## config.mk

```make
export PLATFORM = sky130hd
export DESIGN_NAME = seg7_scan_driver
export DESIGN_NICKNAME = d
export VERILOG_FILES = /design/src/rtl/seg7_scan_driver.sv
export SDC_FILE = /design/constraint.sdc
export NUM_CORES = 1
export LEC_CHECK = 0
export CAP_MARGIN = 20
export CORE_ASPECT_RATIO = 0.9
export CORE_MARGIN = 4
export CORE_UTILIZATION = 40
export CTS_CLUSTER_DIAMETER = 80
export CTS_CLUSTER_SIZE = 16
export DETAILED_ROUTE_END_ITERATION = 10
export MAX_ROUTING_LAYER = met4
export PLACE_DENSITY = 0.6
export SYNTH_ARGS = -nofsm -noshare
export SYNTH_HDL_FRONTEND = slang
export SYNTH_SLANG_ARGS = --single-unit
```

## constraint.sdc

```tcl
create_clock -name clk -period 2.56 [get_ports clk]
set_input_delay 0.384 -clock clk [delete_from_list [all_inputs] [get_ports clk]]
set_output_delay 0.384 -clock clk [all_outputs]
set_load 0.02 [all_outputs]
```

## src/rtl/seg7_scan_driver.sv

```systemverilog
// Time-multiplexed common-anode 7-segment driver: shadow-latched nibbles, per-slot blanking, BCD/hex decode.
// Optional leading-zero blanking is compiled in by defining SEG7_SCAN_LZB_EN.
module seg7_scan_driver #(
  parameter int DIGITS      = 4,
  parameter int REFRESH_DIV = 50000,
  parameter int BLANK_CYC   = 4
) (
  input  logic                clk,
  input  logic                rst_n,
  input  logic [4*DIGITS-1:0] value,
  input  logic                load,
  input  logic                hex_mode,
  input  logic                blank_lz,
  output logic [6:0]          seg,
  output logic [DIGITS-1:0]   an,
  output logic                frame_done
);

  localparam int IW = (DIGITS > 1) ? $clog2(DIGITS) : 1;
  localparam int CW = (REFRESH_DIV > 1) ? $clog2(REFRESH_DIV) : 1;
  localparam logic [CW-1:0] CNT_LAST = CW'(REFRESH_DIV - 1);
  localparam logic [CW-1:0] CNT_SHOW = CW'(BLANK_CYC);
  localparam logic [IW-1:0] IDX_LAST = IW'(DIGITS - 1);
  localparam logic [6:0]    SEG_OFF  = 7'b1111111;

  logic [4*DIGITS-1:0] r_shadow;
  logic [CW-1:0]       r_cnt;
  logic [IW-1:0]       r_idx;
  logic [6:0]          r_seg;
  logic [DIGITS-1:0]   r_an;
  logic                r_frame;

  logic [3:0]          w_nibble;
  logic                w_suppress;
  logic                w_cnt_wrap;
  logic [6:0]          w_seg_nxt;
  logic [DIGITS-1:0]   w_an_nxt;
  logic                w_frame_nxt;

  // Segment patterns are active-low {g,f,e,d,c,b,a}; letters only when hex is enabled.
  function automatic logic [6:0] f_decode(input logic [3:0] nib, input logic hex);
    logic [6:0] pat;
    pat = SEG_OFF;
    case (nib)
      4'h0: pat = 7'b1000000;
      4'h1: pat = 7'b1111001;
      4'h2: pat = 7'b0100100;
      4'h3: pat = 7'b0110000;
      4'h4: pat = 7'b0011001;
      4'h5: pat = 7'b0010010;
      4'h6: pat = 7'b0000010;
      4'h7: pat = 7'b1111000;
      4'h8: pat = 7'b0000000;
      4'h9: pat = 7'b0010000;
      4'hA: pat = hex ? 7'b0001000 : SEG_OFF;
      4'hB: pat = hex ? 7'b0000011 : SEG_OFF;
      4'hC: pat = hex ? 7'b1000110 : SEG_OFF;
      4'hD: pat = hex ? 7'b0100001 : SEG_OFF;
      4'hE: pat = hex ? 7'b0000110 : SEG_OFF;
      4'hF: pat = hex ? 7'b0001110 : SEG_OFF;
      default: pat = SEG_OFF;
    endcase
    return pat;
  endfunction

  assign w_cnt_wrap = (r_cnt == CNT_LAST);

  always_comb begin
    w_nibble = 4'h0;
    for (int i = 0; i < DIGITS; i++) begin
      if (r_idx == IW'(i)) w_nibble = r_shadow[4*i +: 4];
    end
  end

`ifdef SEG7_SCAN_LZB_EN
  // w_zero_above[k]: nibble k and every higher nibble are zero.
  logic [DIGITS-1:0] w_zero_above;
  for (genvar k = 0; k < DIGITS; k++) begin : g_lz
    assign w_zero_above[k] = ~|r_shadow[4*DIGITS-1:4*k];
  end
  assign w_suppress = blank_lz && (r_idx != '0) && w_zero_above[r_idx];
`else
  logic w_unused_blank_lz;
  assign w_unused_blank_lz = blank_lz;
  assign w_suppress        = 1'b0;
`endif

  always_comb begin
    w_seg_nxt   = SEG_OFF;
    w_an_nxt    = '1;
    w_frame_nxt = w_cnt_wrap && (r_idx == IDX_LAST);
    if ((r_cnt >= CNT_SHOW) && !w_suppress) begin
      w_an_nxt  = ~({{(DIGITS-1){1'b0}}, 1'b1} << r_idx);
      w_seg_nxt = f_decode(w_nibble, hex_mode);
    end
  end

  always_ff @(posedge clk or negedge rst_n) begin
    if (!rst_n) begin
      r_shadow <= '0;
    end else if (load) begin
      r_shadow <= value;
    end
  end

  always_ff @(posedge clk or negedge rst_n) begin
    if (!rst_n) begin
      r_cnt <= '0;
      r_idx <= '0;
    end else if (w_cnt_wrap) begin
      r_cnt <= '0;
      r_idx <= (r_idx == IDX_LAST) ? '0 : r_idx + 1'b1;
    end else begin
      r_cnt <= r_cnt + 1'b1;
    end
  end

  // Outputs are registered from the pre-edge scan state, so pins lag cnt/idx by one cycle.
  always_ff @(posedge clk or negedge rst_n) begin
    if (!rst_n) begin
      r_seg   <= SEG_OFF;
      r_an    <= '1;
      r_frame <= 1'b0;
    end else begin
      r_seg   <= w_seg_nxt;
      r_an    <= w_an_nxt;
      r_frame <= w_frame_nxt;
    end
  end

  assign seg        = r_seg;
  assign an         = r_an;
  assign frame_done = r_frame;

endmodule
```

After elaboration in Yosys (flattened, before gate mapping)
Index checks and enable logic that the tools add are counted.

Logic and storage cells: 48. Bits in registers: 46. Input bits: 21.

Bitwise operators: 1. Order comparisons: 1. Mux-type cells: 15. Add/sub/neg operators: 2. Reductions and logical operators: 3. Equality and inequality tests: 19. Shift operators: 1.

Operators with widths (number): $pmux 7 s16 (1); $mux 7 (6); $eq 4x4->1 const B (8); $mux 4 (5); $add 16x1->16 const B (1); $eq 16x16->1 const B (1); $eq 4x3->1 const B (4); $ge 16x3->1 const B (1); $mux 16 (1); $eq 4x2->1 const B (2); $mux 6 (1); $eq 2x2->1 const B (2); $eq 4x1->1 const B (1); $logic_not 4->1 (1); $not 4->4 (1); $shl 1x2->4 const A (1); $add 2x1->2 const B (1); $eq 2x1->1 const B (1); $logic_not 2->1 (1); $mux 2 (1); $logic_and 1x1->1 (1).

Depth between registers and ports, before layout
Gate-level depths: netlist of run 1.

Word-level depth: 8. Depth in mapped cells: 9. Gate-level depth less buffers: 7.

Least setup slack after synthesis of run 1
Ideal clock, no wire load.

Kind: reg2reg. From: register r_idx[0]. To: register r_seg[0], in the netlist seg[0]. Arrival: 1.792 ns. Path buffers: 1. Path slack: 0.674 ns. Period minus slack after synthesis: 1.886 ns. Stages on the path, launching flop included: 9. Required time: 2.466 ns. Path through: dfrtp_1 > inv_1 > ha_1 > nor2b_4 > a221oi_4 > or2_1 > buf_6 > o2111a_1 > a311oi_1.

Cells in the longest elaborated chain, start to end: 8. Elaborated cells on any way between the ends: 26.

Ends and longest elaborated chain: start, declared (RTL line 28) `logic [IW-1:0] r_idx;`; start signal, assigned (RTL line 112) `r_idx <= (r_idx == IDX_LAST) ? '0 : r_idx + 1'b1;`; $logic_not 2->1 (RTL line 71) `if (r_idx == IW'(i)) w_nibble = r_shadow[4*i +: 4];`; $mux 4 (3 in series) (RTL line 71); $mux 4 * (RTL line 71); $eq 4x4->1 (tied with other cells) (RTL line 44) `case (nib)`; $pmux 7 s16 * (RTL line 44); $mux 7 * (RTL line 92) `if ((r_cnt >= CNT_SHOW) && !w_suppress) begin`; via w_seg_nxt[0] (RTL line 36) `logic [6:0] w_seg_nxt;`; end signal, assigned (RTL line 125) `r_seg <= w_seg_nxt;`; end, declared (RTL line 29) `logic [6:0] r_seg;`.

The timed path passes the listed nets; every way through them passes the cells marked *. A chain may end at the register's enable or synchronous reset.

Final worst setup path of run 1
From: register r_idx[1]. To: register r_seg[6], in the netlist seg[6].

The elaborated chain is that of the path after synthesis.

==> results.md, run 1 <==
* P_leak at 0.001221 uW
* Routed vias at about 1700
* Final period utilization at 0.8927
* Fmax at about 440 MHz
* Final WL at 4.737 mm
* Critical path arrival at roughly 2.5 ns
* Layout cell share with drive strength beyond 1 at 0.2253
* Uppermost routed layer: met4
* Root buffer cell: clkbuf_8
* Detailed placer's ending HPWL at roughly 3.6 mm
* Clock Skew at slightly below 0.008 ns
* EDFF count, synth at 0
* Post-placement cell area at approximately 0.0028 mm^2
* Main synth FF type: dfrtp_1
* Max_slew headroom at 0.5708
* Worst-path clk slew at about 0.090 ns
* Yosys reg bits at 46
* Critical path startpoint category: flop
* Met1 wire length at about 2.6 mm
* CP Capture Type: flop
* Setup TNS Final at 0 ns
* Setup violators final at 0
* Max clock buf depth at 2
* Crit Path Max Fanout at 9
* Detailed Route Iter0 Violations at about 90
* Total gr overflow at 0
* Final net count at around 280
* Drt drc at 0
* Num CTS Buffers at 5
* Seq/Total Area, Yosys at 0.4834
* Average cell area after synthesis at around 11 um^2
* Post-DR vias/cell at around 5.4
* Port Buffers at 31
* First-pass GRT wire length at approximately 8.3 mm
* GRT Resource Usage Total at 0.1445
* Yosys cell types at 54
* Slew Limit Fails at 0
* # rows at 26
* GP Congestion at between 0.9 and 1
* Syn Nets at about 240
* Max_cap viols at 0
* Worst-Margin Slew at about 0.64 ns
* Minimum clock period at approximately 2.3 ns
* Syn. warnings at 0
* Initial Util at 0.4185
* Area growth, synth to finish at 20.61%
* Finished Cell Area at between 0.002 and 0.003 mm^2
* Mapped cell area at between 0.002 and 0.0025 mm^2
* Slowest cell on the critical path: ha_1
* CTS tree: yes
* Pwr Density at between 500 and 600 mW/mm^2
* Worst Setup Path Type: flop to flop
* Critical Path RT at between 2 and 3 ns
* Io pins at 33
* Synthesized instance count at between 200 and 250
* Clk sinks at 46
* Die width at approximately 90 um
* Worst Hold Class: flop to flop
* Die Y at 81.64 um
* Largest net degree at the start of global routing at 18
* Worst path bufs/invs at 1
* Drt first pass iters at 4
* H-tree levels at 2
* Final hold viol count at 0
* Yosys top cell by area: dfrtp_1
* Crit path cell chain: inv_1 -> ha_1 -> nor2b_4 -> a221oi_2 -> o22ai_1 -> a221oi_1 -> o21ai_1
* Diode count at 0
* Clk_lat worst skew at about 0.29 ns
* Worst path max stage delay at 0.46 ns
* Synth top area share at 0.3634
* Vias in the first global route at approximately 1700
* Top delay family on crit path: compound AO/OA/AOI/OAI gates
* Synth async-reset ratio at 1.000
* Met3 routed wirelength at 191 um
* DIE AREA at around 0.0073 mm^2
* Initial antenna violation count at 0
* Wire per inst at ~15 um
* DR WL met2 at roughly 1.9 mm
* Layout fillers at ~540
* Area contributors post-synth: dfrtp_1, dfstp_2, mux2_2
* Final ANT Viol Nets at 0
* Core area at between 0.005 and 0.006 mm^2
* RSZ-0062 raised after global routing: false
* Core utilization of the finished layout at 0.5048
* Setup Fix Bufs, Post-CTS at 0
* Status: complete, no violations
* VDD IR max at ~0.30 mV
per-stage QoR:
stage / worst slack [ns] / hold slack [ns] / power (uW) / instances
2_1_floorplan: 0.6738 / 0.08841 / 967.3 / 216
3_3_place_gp: 0.3074 / 0.3161 / 1076 / 314
3_5_place_dp: 0.3131 / 0.3180 / 1078 / 314
4_1_cts: 0.2824 / 0.5000 / 1609 / 323
5_1_grt: 0.08212 / 0.5127 / 1671 / 323
6_report: 0.2746 / 0.4966 / 1593 / 323
path summary, 6_finish.rpt:
path | startpoint | to | slack [ns] | depth (start not counted)
worst max-delay path | r_idx[1] | seg[6] | 0.27 | 7
worst min-delay path | r_cnt[5] | r_cnt[5] | 0.50 | 1
worst max register to register | r_idx[1] | seg[6] | 0.27 | 7
worst min register to register | r_cnt[5] | r_cnt[5] | 0.50 | 1
max in group asynchronous | rst_n | seg[3] | 1.42 | 3
min in group asynchronous | rst_n | r_cnt[1] | 0.52 | 2
cells by family (layout without fill, tap and decap cells):
| family | Yosys count | count (layout) | synth area share |
|---|---|---|---|
| AO/OA/AOI/OAI | 42 | 42 | 0.1521 |
| XOR/XNOR | 14 | 14 | 0.05088 |
| adder cells (fa/ha/maj) | 6 | 6 | 0.03115 |
| buffers and inverters | 17 | 54 | 0.03738 |
| flip-flops | 46 | 46 | 0.4834 |
| multiplexers | 16 | 16 | 0.07425 |
| AND/OR/NAND/NOR | 75 | 75 | 0.1708 |
layout by cell type, fill, tap and decap left out, drive strengths merged, types with 2 or more instances in the layout:
cell           instances
nor3b                  2
a221oi                 5
clkdlybuf4s50         30
o22ai                  3
mux2                  15
nor2b                  2
nor4                   7
o211ai                 2
clkinv                 2
nor3                   6
dfstp                 11
a21oi                  4
nand3                  9
dfrtp                 35
nor2                  18
or2                    4
clkbuf                 5
and3                   3
o21a                   2
o221ai                 2
o21ai                 10
a221o                  3
buf                    7
ha                     6
xnor2                  6
nand2                 17
xor2                   8
a211oi                 3
inv                    8
nand4                  3
nand2b                 2
sequential cells by signal, indices dropped and copies added (netlist names):
name        flops
r_cnt          16
r_shadow       16
seg             7
an              4
r_idx           2
frame_done      1
timing repair:
item / in CTS / in global routing
resized for setup: 0 / 0
setup endpoints to repair: 0 / 0
hold buffers: 1 / 0
endpoints found under the hold margin: 7 / 0
per-layer routing:
layer	GRT usage	vias to the layer above
met3	0.03297	4
met5	-	-
met1	0.2051	847
li1	-	854
met4	0.04441	0
met2	0.2057	33
worst register-to-register path, stage by stage, from the launching register on:
cell      delay [ns]
dfrtp_1         0.41
inv_1           0.10
ha_1            0.46
nor2b_4         0.12
a221oi_2        0.39
o22ai_1         0.27
a221oi_1        0.35
o21ai_1         0.10
cell type report:
class                   instances  area, um^2  share of cell area
clock buffers                   5       68.82             0.02368
clock inverters                 3       40.04             0.01378
inverters                       8       30.03             0.01033
multi-input cells             153        1155              0.3973
flip-flops and latches         46        1165              0.4008
well taps                      70       87.58             0.03013
repair buffers                 38       360.3              0.1240
Yosys cell counts (2+ instances only):
master / instances
nand4_1: 3
o221ai_1: 2
dfstp_2: 11
nor4_1: 5
xnor2_1: 6
ha_1: 6
and3_1: 3
nand2b_1: 2
dfrtp_1: 35
a211oi_1: 2
nor3_1: 6
nand3_1: 9
a221oi_2: 2
nand2_1: 17
o211ai_1: 2
xor2_1: 8
o21a_1: 2
o21ai_1: 4
o22ai_1: 2
a21oi_1: 4
nor2_1: 18
clkbuf_1: 2
a221o_1: 2
buf_2: 3
buf_6: 3
or2_1: 2
nor4_2: 2
mux2_2: 15
a221oi_4: 2
inv_1: 8
o21ai_0: 5
power by group:
group          switching [uW]  leakage (uW)  internal, uW
sequential               27.0      0.000554           785
clock                     242     0.0000579           288
combinational             121      0.000610           130
No activity file was read; power rests on OpenSTA's default activity.
==> inputs of run 2 (changes only) <==
--- a/config.mk
+++ b/config.mk
@@ -5,7 +5,6 @@
 export SDC_FILE = /design/constraint.sdc
 export NUM_CORES = 1
 export LEC_CHECK = 0
-export CAP_MARGIN = 20
 export CORE_ASPECT_RATIO = 0.9
 export CORE_MARGIN = 4
 export CORE_UTILIZATION = 40
@@ -14,6 +13,7 @@
 export DETAILED_ROUTE_END_ITERATION = 10
 export MAX_ROUTING_LAYER = met4
 export PLACE_DENSITY = 0.6
+export SLEW_MARGIN = 20
 export SYNTH_ARGS = -nofsm -noshare
 export SYNTH_HDL_FRONTEND = slang
 export SYNTH_SLANG_ARGS = --single-unit
==> constraint.sdc (replaced) <==
create_clock -name clk -period 2.5 [get_ports clk]
set_input_delay 0.375 -clock clk [delete_from_list [all_inputs] [get_ports clk]]
set_output_delay 0.375 -clock clk [all_outputs]
set_load 0.02 [all_outputs]
==> results.md, run 2 (synthesis gave the netlist of run 1 again) <==
* Worst hold slack at 0.1687 ns (was 0.4966 ns)
* Total gr overflow at 0 (unchanged)
* Clk_lat worst skew at 0.30 ns (was 0.29 ns)
* Non-filler instance count after layout at 322 (was 323)
* Worst Setup Path Type: flop to flop (unchanged)
* Num CTS Buffers at 5 (unchanged)
* Final net count at 278 (was 279)
* VDD IR max at 0.2391 mV (was 0.2964 mV)
* Met1 wire length at 2.473 mm (was 2.577 mm)
* Met3 routed wirelength at 279 um (was 191 um)
* Diode count at 0 (unchanged)
* Commonest non-fill, non-tap cell in the layout: dfrtp_1 (unchanged)
* Final period utilization at 0.9121 (was 0.8927)
* Clk sinks at 46 (unchanged)
* DIE AREA at 0.007332 mm^2 (unchanged)
* Critical Path RT at 2.73 ns (was 2.78 ns)
* Crit path cell chain: inv_1 -> ha_1 -> nor2b_4 -> a221oi_2 -> o22ai_1 -> a221oi_1 -> o21ai_1 (unchanged)
* Critical path depth at 7 (unchanged)
* Layout fillers at 544 (unchanged)
* Initial antenna violation count at 0 (unchanged)
* GP Congestion at 0.9099 (was 0.9130)
* Final ANT Viol Nets at 0 (unchanged)
* Worst path max stage delay at 0.46 ns (about the same)
* Worst path bufs/invs at 1 (unchanged)
* Drt drc at 0 (unchanged)
* # rows at 26 (unchanged)
* H-tree levels at 2 (unchanged)
* Slowest cell on the critical path: ha_1 (unchanged)
* Vias in the first global route at 1592 (was 1704)
* Pwr Density at 537.5 mW/mm^2 (was 548.1 mW/mm^2)
* Max_slew headroom at 0.4615 (was 0.5708)
* Port Buffers at 31 (unchanged)
* Worst-Margin Slew at 0.8077 ns (was 0.6379 ns)
* R2R setup slack at 0.22 ns (was 0.27 ns)
* Placed cell count at 314 (unchanged)
* Io pins at 33 (unchanged)
* Top delay family on crit path: compound AO/OA/AOI/OAI gates (unchanged)
* CP Capture Type: flop (unchanged)
* Post-DR vias/cell at 5.435 (was 5.381)
* Routed vias at 1750 (was 1738)
* Status: complete, no violations (unchanged)
* Minimum clock period at 2.280 ns (was 2.285 ns)
* Worst Hold Class: primary input to async pin (was flop to flop)
* Crit Reg-Reg Endpoint: seg[6] (unchanged)
* Max clock buf depth at 2 (unchanged)
* Largest net degree at the start of global routing at 38 (was 18)
* Slew Limit Fails at 0 (unchanged)
* Setup slack after layout at 0.2197 ns (was 0.2746 ns)
* RSZ-0062 raised after global routing: false (unchanged)
* Uppermost routed layer: met4 (unchanged)
* Crit Path Max Fanout at 9 (unchanged)
* R2R depth at 7 (unchanged)
* Setup Fix Bufs, Post-CTS at 0 (unchanged)
* Critical path arrival at 2.51 ns (was 2.50 ns)
* Final WL at 4.710 mm (was 4.737 mm)
* Critical path startpoint category: flop (unchanged)
* Crit path to: seg[6] (unchanged)
* Max_cap viols at 0 (unchanged)
* Root buffer cell: clkbuf_8 (unchanged)
* Pre-CTS setup slack at 0.2331 ns (was 0.3131 ns)
* Detailed Route Iter0 Violations at 113 (was 92)
* Drt first pass iters at 4 (unchanged)
* First-pass GRT wire length at 7.962 mm (was 8.307 mm)
* Core area at 0.005758 mm^2 (unchanged)
* Leading cell types in the layout, fill and taps excluded: dfrtp_1, clkdlybuf4s50_1, nor2_1, nand2_1, mux2_2 (unchanged)
* CTS resizes at 0 (unchanged)
* Setup TNS Final at 0 ns (unchanged)
* Wire per inst at 14.63 um (was 14.67 um)
* Layout cell share with drive strength beyond 1 at 0.2222 (was 0.2253)
* Die Y at 81.64 um (unchanged)
* Area growth, synth to finish at 19.47% (was 20.61%)
* Worst-path clk slew at 0.09 ns (about the same)
* Initial Util at 0.4185 (unchanged)
* Clock Skew at 0.01045 ns (was 0.007819 ns)
* CTS tree: yes (unchanged)
* Fmax at 438.5 MHz (was 437.6 MHz)
* P_leak at 0.001208 uW (was 0.001221 uW)
* Hold_buf cts at 0 (was 1)
* DR WL met2 at 1.933 mm (was 1.927 mm)
* R2R Path Start: r_idx[1] (unchanged)
* Setup violators final at 0 (unchanged)
* Critical Path Start: r_idx[1] (unchanged)
* Detailed placer's ending HPWL at 3.560 mm (was 3.642 mm)
* Die width at 89.82 um (unchanged)
* Final hold viol count at 0 (unchanged)
* GRT Resource Usage Total at 0.1402 (was 0.1445)
## run 2: changes by cell type in the layout (fill, tap and decap cells not counted)
cell           previous run  this run
bufinv_16                 1         0
clkbuf_1                  0         1
clkbuf_8                  5         6
clkinv_2                  2         1
dlygate4sd3_1             1         0
## run 2: area by class of cell
class	instances	area [um^2]	share of cell area
flip-flops and latches	46	1165	0.4046
clock buffers	7	86.33	0.02999
repair buffers	37	350.3	0.1217
inverters	8	30.03	0.01043
well taps	70	87.58	0.03042
clock inverters	1	5.005	0.001738
multi-input cells	153	1155	0.4011
## run 2: worst register-to-register path, cell delays in order (launching register included)
cell and delay, ns:
dfrtp_1 0.41, inv_1 0.10, ha_1 0.46, nor2b_4 0.13, a221oi_2 0.38, o22ai_1 0.28
a221oi_1 0.36, o21ai_1 0.10
## run 2: through the flow
stage	instance area [um^2]	power (uW)	util
after floorplan	2410	990.5	-
after detailed placement	2788	1103	0.4841
after global routing	2879	1626	0.5000
final	2879	1547	0.5000
after CTS	2879	1572	0.5000
after global placement	2788	1100	0.4841
## run 2: report_power, final
group          switching (uW)  internal [uW]  leakage [uW]
clock network             237            223     0.0000482
registers                27.2            804      0.000554
logic                     125            131      0.000606
total                     389           1160       0.00121
## run 2: worst min path at each step
stage / cells after the start / end / start / slack, ns
after global routing: 1 / r_idx[1] / rst_n / 0.23
after floorplan: 0 / frame_done / rst_n / 0.08
final: 1 / r_idx[1] / rst_n / 0.17
after CTS: 1 / r_idx[1] / rst_n / 0.19
after detailed placement: 1 / r_cnt[10] / r_cnt[10] / 0.49
after global placement: 1 / r_cnt[10] / r_cnt[10] / 0.48
## run 2: per-layer routing
metal  vias to the layer above  GRT usage
met4                         0    0.04594
met2                        52     0.1899
met1                       844     0.2055
met5                         -          -
li1                        850          -
met3                         4    0.03205
==> inputs of run 3 (changes only) <==
--- a/config.mk
+++ b/config.mk
@@ -13,7 +13,7 @@
 export DETAILED_ROUTE_END_ITERATION = 10
 export MAX_ROUTING_LAYER = met4
 export PLACE_DENSITY = 0.6
-export SLEW_MARGIN = 20
+export SLEW_MARGIN = 10
 export SYNTH_ARGS = -nofsm -noshare
 export SYNTH_HDL_FRONTEND = slang
 export SYNTH_SLANG_ARGS = --single-unit
==> results of run 3 <==
Same layout as run 2: the final DEF is identical, and so are final timing and power.
